[src/rtl/bus_arb.sv]
// bus_arb: single-port memory bus arbiter and stall sequencer for the
// five-stage eriscv pipeline.
//
// The fetch path (pc_reg/if_id) and the load/store path (mem stage) share
// one external memory bus. Only one transaction is outstanding at a time.
// Load/store normally wins arbitration. A waiting fetch that has lost
// MAX_WAIT arbitrations in a row wins the next one.
//
// Ports
//   clk, rst            clock (rising edge); asynchronous active-low reset
//   if_req_i/if_addr_i  fetch request and address
//   flush_i             discard any in-flight fetch response
//   if_gnt_o            fetch address phase accepted
//   if_rvalid_o         fetch data valid (one-cycle pulse)
//   if_rdata_o          fetch data (0 when not valid)
//   mem_*_i             load/store request, write enable, byte enables,
//                       address and write data
//   mem_gnt_o           load/store address phase accepted
//   mem_rvalid_o        load/store response valid
//   mem_rdata_o         load data (0 when not valid)
//   bus_*_o             registered bus request, write enable, byte enables,
//                       address and write data
//   bus_gnt_i           bus accepted the address phase
//   bus_rvalid_i        bus response valid
//   bus_rdata_i         bus read data
//   stall_o             pipeline stall: bit0 pc, 1 if, 2 id, 3 ex, 4 mem, 5 wb
module bus_arb #(
  parameter int unsigned MAX_WAIT = 4
) (
  input  logic        clk,
  input  logic        rst,
  input  logic        if_req_i,
  input  logic [31:0] if_addr_i,
  input  logic        flush_i,
  output logic        if_gnt_o,
  output logic        if_rvalid_o,
  output logic [31:0] if_rdata_o,
  input  logic        mem_req_i,
  input  logic        mem_we_i,
  input  logic [3:0]  mem_be_i,
  input  logic [31:0] mem_addr_i,
  input  logic [31:0] mem_wdata_i,
  output logic        mem_gnt_o,
  output logic        mem_rvalid_o,
  output logic [31:0] mem_rdata_o,
  output logic        bus_req_o,
  output logic        bus_we_o,
  output logic [3:0]  bus_be_o,
  output logic [31:0] bus_addr_o,
  output logic [31:0] bus_wdata_o,
  input  logic        bus_gnt_i,
  input  logic        bus_rvalid_i,
  input  logic [31:0] bus_rdata_i,
  output logic [5:0]  stall_o
);

  localparam int unsigned   CW      = $clog2(MAX_WAIT + 1);
  localparam logic [CW-1:0] CNT_MAX = CW'(MAX_WAIT);

  typedef enum logic [2:0] {
    IDLE,
    REQ_IF,
    REQ_MEM,
    WAIT_IF,
    WAIT_MEM
  } state_t;

  state_t          state;
  logic [CW-1:0]   starve_cnt;
  logic            discard;
  logic            fetch_wins;
  logic            mem_wins;
  logic            if_rv;
  logic            mem_rv;

  // Arbitration decision, only acted upon in IDLE.
  always_comb begin
    fetch_wins = if_req_i && (!mem_req_i || (starve_cnt == CNT_MAX));
    mem_wins   = mem_req_i && !fetch_wins;
  end

  always_ff @(posedge clk or negedge rst) begin
    if (!rst) begin
      state       <= IDLE;
      starve_cnt  <= '0;
      discard     <= 1'b0;
      bus_req_o   <= 1'b0;
      bus_we_o    <= 1'b0;
      bus_be_o    <= '0;
      bus_addr_o  <= '0;
      bus_wdata_o <= '0;
    end else begin
      case (state)
        IDLE: begin
          if (fetch_wins) begin
            bus_req_o   <= 1'b1;
            bus_we_o    <= 1'b0;
            bus_be_o    <= '1;
            bus_addr_o  <= if_addr_i;
            bus_wdata_o <= '0;
            starve_cnt  <= '0;
            state       <= REQ_IF;
          end else if (mem_wins) begin
            bus_req_o   <= 1'b1;
            bus_we_o    <= mem_we_i;
            bus_be_o    <= mem_be_i;
            bus_addr_o  <= mem_addr_i;
            bus_wdata_o <= mem_wdata_i;
            // Count only arbitrations a waiting fetch actually lost.
            if (if_req_i && (starve_cnt != CNT_MAX)) begin
              starve_cnt <= starve_cnt + CW'(1);
            end
            state <= REQ_MEM;
          end
        end
        REQ_IF: begin
          if (flush_i) begin
            discard <= 1'b1;
          end
          if (bus_gnt_i) begin
            bus_req_o <= 1'b0;
            state     <= WAIT_IF;
          end
        end
        REQ_MEM: begin
          if (bus_gnt_i) begin
            bus_req_o <= 1'b0;
            state     <= WAIT_MEM;
          end
        end
        WAIT_IF: begin
          // Clearing on return to IDLE takes priority over a late flush.
          if (bus_rvalid_i) begin
            discard <= 1'b0;
            state   <= IDLE;
          end else if (flush_i) begin
            discard <= 1'b1;
          end
        end
        WAIT_MEM: begin
          if (bus_rvalid_i) begin
            state <= IDLE;
          end
        end
        default: state <= IDLE;
      endcase
    end
  end

  // Grants and responses are same-cycle pass-throughs of the bus handshake,
  // qualified by the owning state.
  always_comb begin
    if_gnt_o     = (state == REQ_IF) && bus_gnt_i;
    mem_gnt_o    = (state == REQ_MEM) && bus_gnt_i;
    if_rv        = (state == WAIT_IF) && bus_rvalid_i && !flush_i && !discard;
    mem_rv       = (state == WAIT_MEM) && bus_rvalid_i;
    if_rvalid_o  = if_rv;
    mem_rvalid_o = mem_rv;
    if_rdata_o   = if_rv ? bus_rdata_i : '0;
    mem_rdata_o  = mem_rv ? bus_rdata_i : '0;
  end

  always_comb begin
    stall_o = '0;
    if (mem_req_i && !mem_rv) begin
      stall_o = 6'b011111;
    end else if (if_req_i && !if_rv && !flush_i) begin
      stall_o = 6'b000011;
    end
  end

endmodule

[config.mk]
export PLATFORM = sky130hd
export DESIGN_NAME = bus_arb
export DESIGN_NICKNAME = d
export VERILOG_FILES = /design/src/rtl/bus_arb.sv
export SDC_FILE = /design/constraint.sdc
export NUM_CORES = 1
export LEC_CHECK = 0
export CAP_MARGIN = 15
export CORE_ASPECT_RATIO = 0.6
export CORE_UTILIZATION = 37
export DETAILED_ROUTE_END_ITERATION = 8
export PLACE_DENSITY = 0.91
export SKIP_CTS_REPAIR_TIMING = 1
export SLEW_MARGIN = 20
export SYNTH_ARGS = -nofsm -noshare
export SYNTH_HDL_FRONTEND = slang
export SYNTH_SLANG_ARGS = --single-unit
export TNS_END_PERCENT = 50
[constraint.sdc]
create_clock -name clk -period 3.2 [get_ports clk]
set_input_delay 0.64 -clock clk [delete_from_list [all_inputs] [get_ports clk]]
set_output_delay 0.64 -clock clk [all_outputs]
set_load 0.01 [all_outputs]
==> results of run 1 <==
[cell type report]
type                       instances  area [um^2]  area share, %
inverter                           3         11.3          0.161
sequential                        77         1930           27.5
tap                              130          163           2.32
clock inverter                     4         95.1           1.36
multi-input combinational        280         1600           22.9
timing repair buffer             296         2960           42.2
clock buffer                      11          253           3.60
[sequential cells by signal, indices dropped and copies added (netlist names)]
| signal | count |
|---|---|
| starve_cnt | 3 |
| bus_req_o | 1 |
| bus_be_o | 4 |
| state | 3 |
| bus_wdata_o | 32 |
| bus_addr_o | 32 |
| discard | 1 |
| bus_we_o | 1 |
[worst max-delay path, delay by kind of cell]
| family | cells | cell delay (ns) |
|---|---|---|
| buffers and inverters | 3 | 1.28 |
| AND/OR/NAND/NOR | 3 | 0.45 |
[layout by cell type (no fill, tap or decap), types with 2 or more instances in the layout]
cell / n
nand2_1: 39
inv_1: 3
o21ai_0: 5
clkbuf_16: 9
a21oi_1: 68
buf_4: 12
bufinv_16: 3
nor2_1: 40
ha_1: 2
nor2b_1: 3
buf_12: 3
a22o_1: 33
dfrtp_1: 77
o22a_1: 4
clkbuf_8: 2
and2_1: 66
clkdlybuf4s50_1: 281
[metal layers]
metal  vias to the layer above  GRT usage, %  share of wire (%)
met5                         -             0                  0
met4                         0          5.47               0.87
met3                        12          7.49                7.3
met2                       172          42.8                 48
met1                      1843          34.5                 44
li1                       1880             -                  -
[through the flow]
step	area [um^2]	hold slack [ns]	util (%)	setup WS (ns)	power [uW]
global route	7020	0.501	74.2	0.0815	6110
detailed placement	6670	0.478	70.5	0.182	4620
finish	7020	0.465	74.2	0.183	5760
floorplan	3720	0.344	-	1.00	3110
CTS	7020	0.486	74.2	0.185	5810
global placement	6670	0.462	70.5	0.287	4490
[report_power, final]
group,total (uW),internal (uW),switching [uW],leakage (uW)
registers,1750,1440,310,0.000917
clock network,1170,799,376,0.000172
logic,2830,1550,1280,0.00188
[how the worst max path moves through the flow]
stage | from | endpoint | cells past startpoint
after floorplan | bus_rvalid_i | stall_o[1] | 5
after global placement | bus_rvalid_i | if_rdata_o[8] | 6
after detailed placement | bus_rvalid_i | if_rdata_o[1] | 6
after CTS | bus_rvalid_i | if_rdata_o[1] | 6
after global routing | state[2] | if_rdata_o[1] | 6
final | bus_rvalid_i | if_rdata_o[1] | 6
[logic make-up (layout without fill, tap and decap cells)]
logic type,after synthesis,count (layout),share of synthesized area (%)
other,1,1,0.101
buffers and inverters,38,314,5.29
AOI/OAI and AO/OA,115,115,19.5
DFF,77,77,51.9
muxes,1,1,0.303
adders and majority gates,2,2,0.673
and+or+nand+nor,161,161,22.3
==> results.cfg, run 1 <==
[placement]
io_buffers = 282
dp_hpwl_mm = 10.7
routabilityCongestion = 0.899
place_inst = 786

[synthesis]
synth_area_per_cell_um2 = 9.41
yosys.area.top_type = dfrtp_1
synthMostInstantiatedCell = dfrtp_1
syn-num-nets = 537
synth_ff_type = dfrtp_1
yosysWarnings = 0
async_flop_share_pct = 100
syn_inst = 395
synth_edf_count = 0
ys_ff_latch = 77
ys_types = 35
netlist_area_um2 = 3720
synth_common_cells = 77 x dfrtp_1, 68 x a21oi_1, 66 x and2_1, 40 x nor2_1, 39 x nand2_1
seq_area_frac_synth_pct = 51.9
ys_top_cells_by_area = dfrtp_1 52%, and2_1 11%, a21oi_1 9.2%
yosysTopAreaCellShare_pct = 51.9

[run_status]
status = complete, no violations

[global_routing]
antenna_found_initial = 0
track_usage_pct = 26.1
grt_pass1_wl_mm = 21.2
grt_start_max_net_pins = 78
first_global_vias = 3948
grt-ovfl-total = 0

[final_layout]
fin_cells = 801
diodes = 0
n_fill_cell = 655
area_delta_synth_final_pct = 88.8
layout.nets = 809
drive_gt1_share_pct = 5.37

[setup_path]
cp-start-kind = primary input
critical_path_required_ns = 2.56
worstPathCellList = clkdlybuf4s50_1, nand3_1, nor3_2, buf_4, and2_1, clkdlybuf4s50_1
regToRegStartpoint = state[1]
critPathKind = in2out
end_kind = output pin
crit_path_max_fanout = 17
rrSetupSlack_ns = 1.24
cpMostUsedCell = clkdlybuf4s50_1
crit_path_top_delay_cell = clkdlybuf4s50_1
r2r_cells = 3
arrival_ns = 2.38
r2r-end = bus_wdata_o[0]
slowest_delay_ns = 0.56

[die]
die-width_um = 131
rows = 27
die_h_um = 79.6
dieArea_um2 = 10500
core-area_um2 = 9460
start_util_pct = 39.3
io_pins = 284

[pwr]
ir_drop_mv = 0.532
powerDensity_nw_per_um2 = 820
leakage_uw = 0.00297

[routing]
post-route-drc-count = 0
ant_nets = 0
vias_per_cell = 4.88
wl_per_cell_um = 16.9
finalWirelength_mm = 13.6
dr.pass1.iters = 6
vias = 3907
drt_iter0_markers = 160

[sta]
tns_ns = 0
post-route-period-util_pct = 94.3
maxSlewViolCount = 0
finalSetupViolCount = 0
rsz0062_at_grt = no
hold_viol_final = 0
fin_crit_ns = 3.02
finalClockSkew_ns = 0.00599
worstMarginPinSlew_ns = 0.957
slew_headroom_pct = 36.2
max_freq_mhz = 331

[clock_tree]
ctsHtreeMaxLevel = 3
cts_tree = built
clock_sinks = 77
cts_buffer_depth = 2
cts_made_buffers = 9
insertion_delay_ns = 0.32
cts_root_buf = clkbuf_16
clk_pin_slew_worst_paths_ns = 0.06

[worst_hold_path]
holdCritPathClass = in2async

[job]
drv_cap = 0
Power figures use the tool's default switching activity.
==> run 2: changes to the inputs <==
SKIP_LAST_GASP = 1   (was not set)
==> results of run 2 <==
No change in the layout: final DEF, timing and power equal those of run 1.
==> run 3: changes to the inputs <==
CAP_MARGIN = 30   (was 15)
==> run 3 against run 2 <==
  * First-iteration DRC count rose by 1.3%
  * Sequential share of layout area shrank 0.11 points
  * Highest routed layer unchanged
  * Hold slack got worse by 0.22 ns
  * Non-clock buffer count grew 1
  * Largest cell class unchanged
  * Wire length grew 0.77%
  * Cell count rose by 0.12%
==> results.cfg, run 3 (synthesized netlist as in run 1, its figures left out) <==
[run_status]
status = complete, no violations

[die]
core-area_um2 = 9460
dieArea_um2 = 10500
io_pins = 284
start_util_pct = 39.3
die_h_um = 79.6
die-width_um = 131
rows = 27

[routing]
post-route-drc-count = 0
drt_iter0_markers = 162
dr.pass1.iters = 4
wl_per_cell_um = 17.0
ant_nets = 0
finalWirelength_mm = 13.7
vias = 3932
vias_per_cell = 4.90

[setup_path]
crit_path_max_fanout = 17
end_kind = output pin
arrival_ns = 2.38
cp-start-kind = primary input
critPathKind = in2out
critical_path_required_ns = 2.56

[clock_tree]
clock_sinks = 77
ctsHtreeMaxLevel = 3
cts_made_buffers = 9
cts_root_buf = clkbuf_16
insertion_delay_ns = 0.32
cts_tree = built
clk_pin_slew_worst_paths_ns = 0.06
cts_buffer_depth = 2

[sta]
rsz0062_at_grt = no
finalClockSkew_ns = 0.00526
post-route-period-util_pct = 94.4
finalSetupViolCount = 0
fin_crit_ns = 3.02
tns_ns = 0
slew_headroom_pct = 55.9
hold_viol_final = 0
maxSlewViolCount = 0
max_freq_mhz = 331
worstMarginPinSlew_ns = 0.659

[global_routing]
grt-ovfl-total = 0
track_usage_pct = 26.1
grt_start_max_net_pins = 78
antenna_found_initial = 0
first_global_vias = 3948
grt_pass1_wl_mm = 21.2

[final_layout]
drive_gt1_share_pct = 5.51
area_delta_synth_final_pct = 89.5
final_common_cell = clkdlybuf4s50_1
diodes = 0
layout.nets = 810
fin_area_um2 = 7040
largestRegisters = bus_addr_o (32), bus_wdata_o (32), bus_be_o (4)
layout_common_cells = 281 x clkdlybuf4s50_1, 77 x dfrtp_1, 68 x a21oi_1

[worst_hold_path]
holdCritPathClass = in2async

[placement]
place_area_um2 = 6670
dp_hpwl_mm = 10.7
io_buffers = 282
routabilityCongestion = 0.899

[pwr]
powerDensity_nw_per_um2 = 819
leakage_uw = 0.00298
ir_drop_mv = 0.536

[job]
drv_cap = 0
==> run 3: where the power goes <==
| part | internal, uW | switching (uW) |
|---|---|---|
| clock network | 799 | 377 |
| logic | 1550 | 1280 |
| registers | 1440 | 311 |
| total | 3800 | 1970 |
==> run 3: area by class of cell <==
| cell class | instances | area [um^2] |
|---|---|---|
| repair buffers | 297 | 2990 |
| fillers | 654 | 2420 |
| flip-flops and latches | 77 | 1930 |
| multi-input cells | 280 | 1600 |
| clock buffers | 11 | 253 |
| well taps | 130 | 163 |
| clock inverters | 4 | 95.1 |
| inverters | 3 | 11.3 |
==> run 3: per-stage QoR <==
| stage | total power (uW) | setup WS [ns] | hold slack, ns | utilization (%) | std cells |
|---|---|---|---|---|---|
| detailed placement | 4620 | 0.182 | 0.478 | 70.5 | 786 |
| floorplan | 3110 | 1.00 | 0.344 | - | 395 |
| global route | 6120 | 0.0815 | 0.265 | 74.5 | 802 |
| finish | 5770 | 0.181 | 0.244 | 74.5 | 802 |
| global placement | 4490 | 0.287 | 0.462 | 70.5 | 786 |
| CTS | 5810 | 0.185 | 0.486 | 74.2 | 801 |
==> run 3: metal layers <==
metal	routed length [um]	global-route usage, %	up-vias
li1	-	-	1881
met1	5980	34.5	1879
met2	6590	42.8	160
met3	979	7.49	12
met4	109	5.47	0
met5	0	0	-
==> run 3: final timing paths <==
| check | start | end | slack, ns | cells past startpoint |
|---|---|---|---|---|
| worst min-delay path | rst | bus_addr_o[2] | 0.24 | 1 |
| min in group clk | starve_cnt[2] | starve_cnt[2] | 0.49 | 1 |
| worst min register to register | starve_cnt[2] | starve_cnt[2] | 0.49 | 1 |
| worst max-delay path | bus_rvalid_i | if_rdata_o[1] | 0.18 | 6 |
| worst max register to register | state[1] | bus_wdata_o[0] | 1.24 | 3 |
| max in group asynchronous | rst | bus_addr_o[10] | 2.38 | 2 |
==> run 3: critical path: stages <==
cell and delay [ns]:
clkdlybuf4s50_1 0.51, nand3_1 0.11, nor3_2 0.17, buf_4 0.22, and2_1 0.17, clkdlybuf4s50_1 0.56
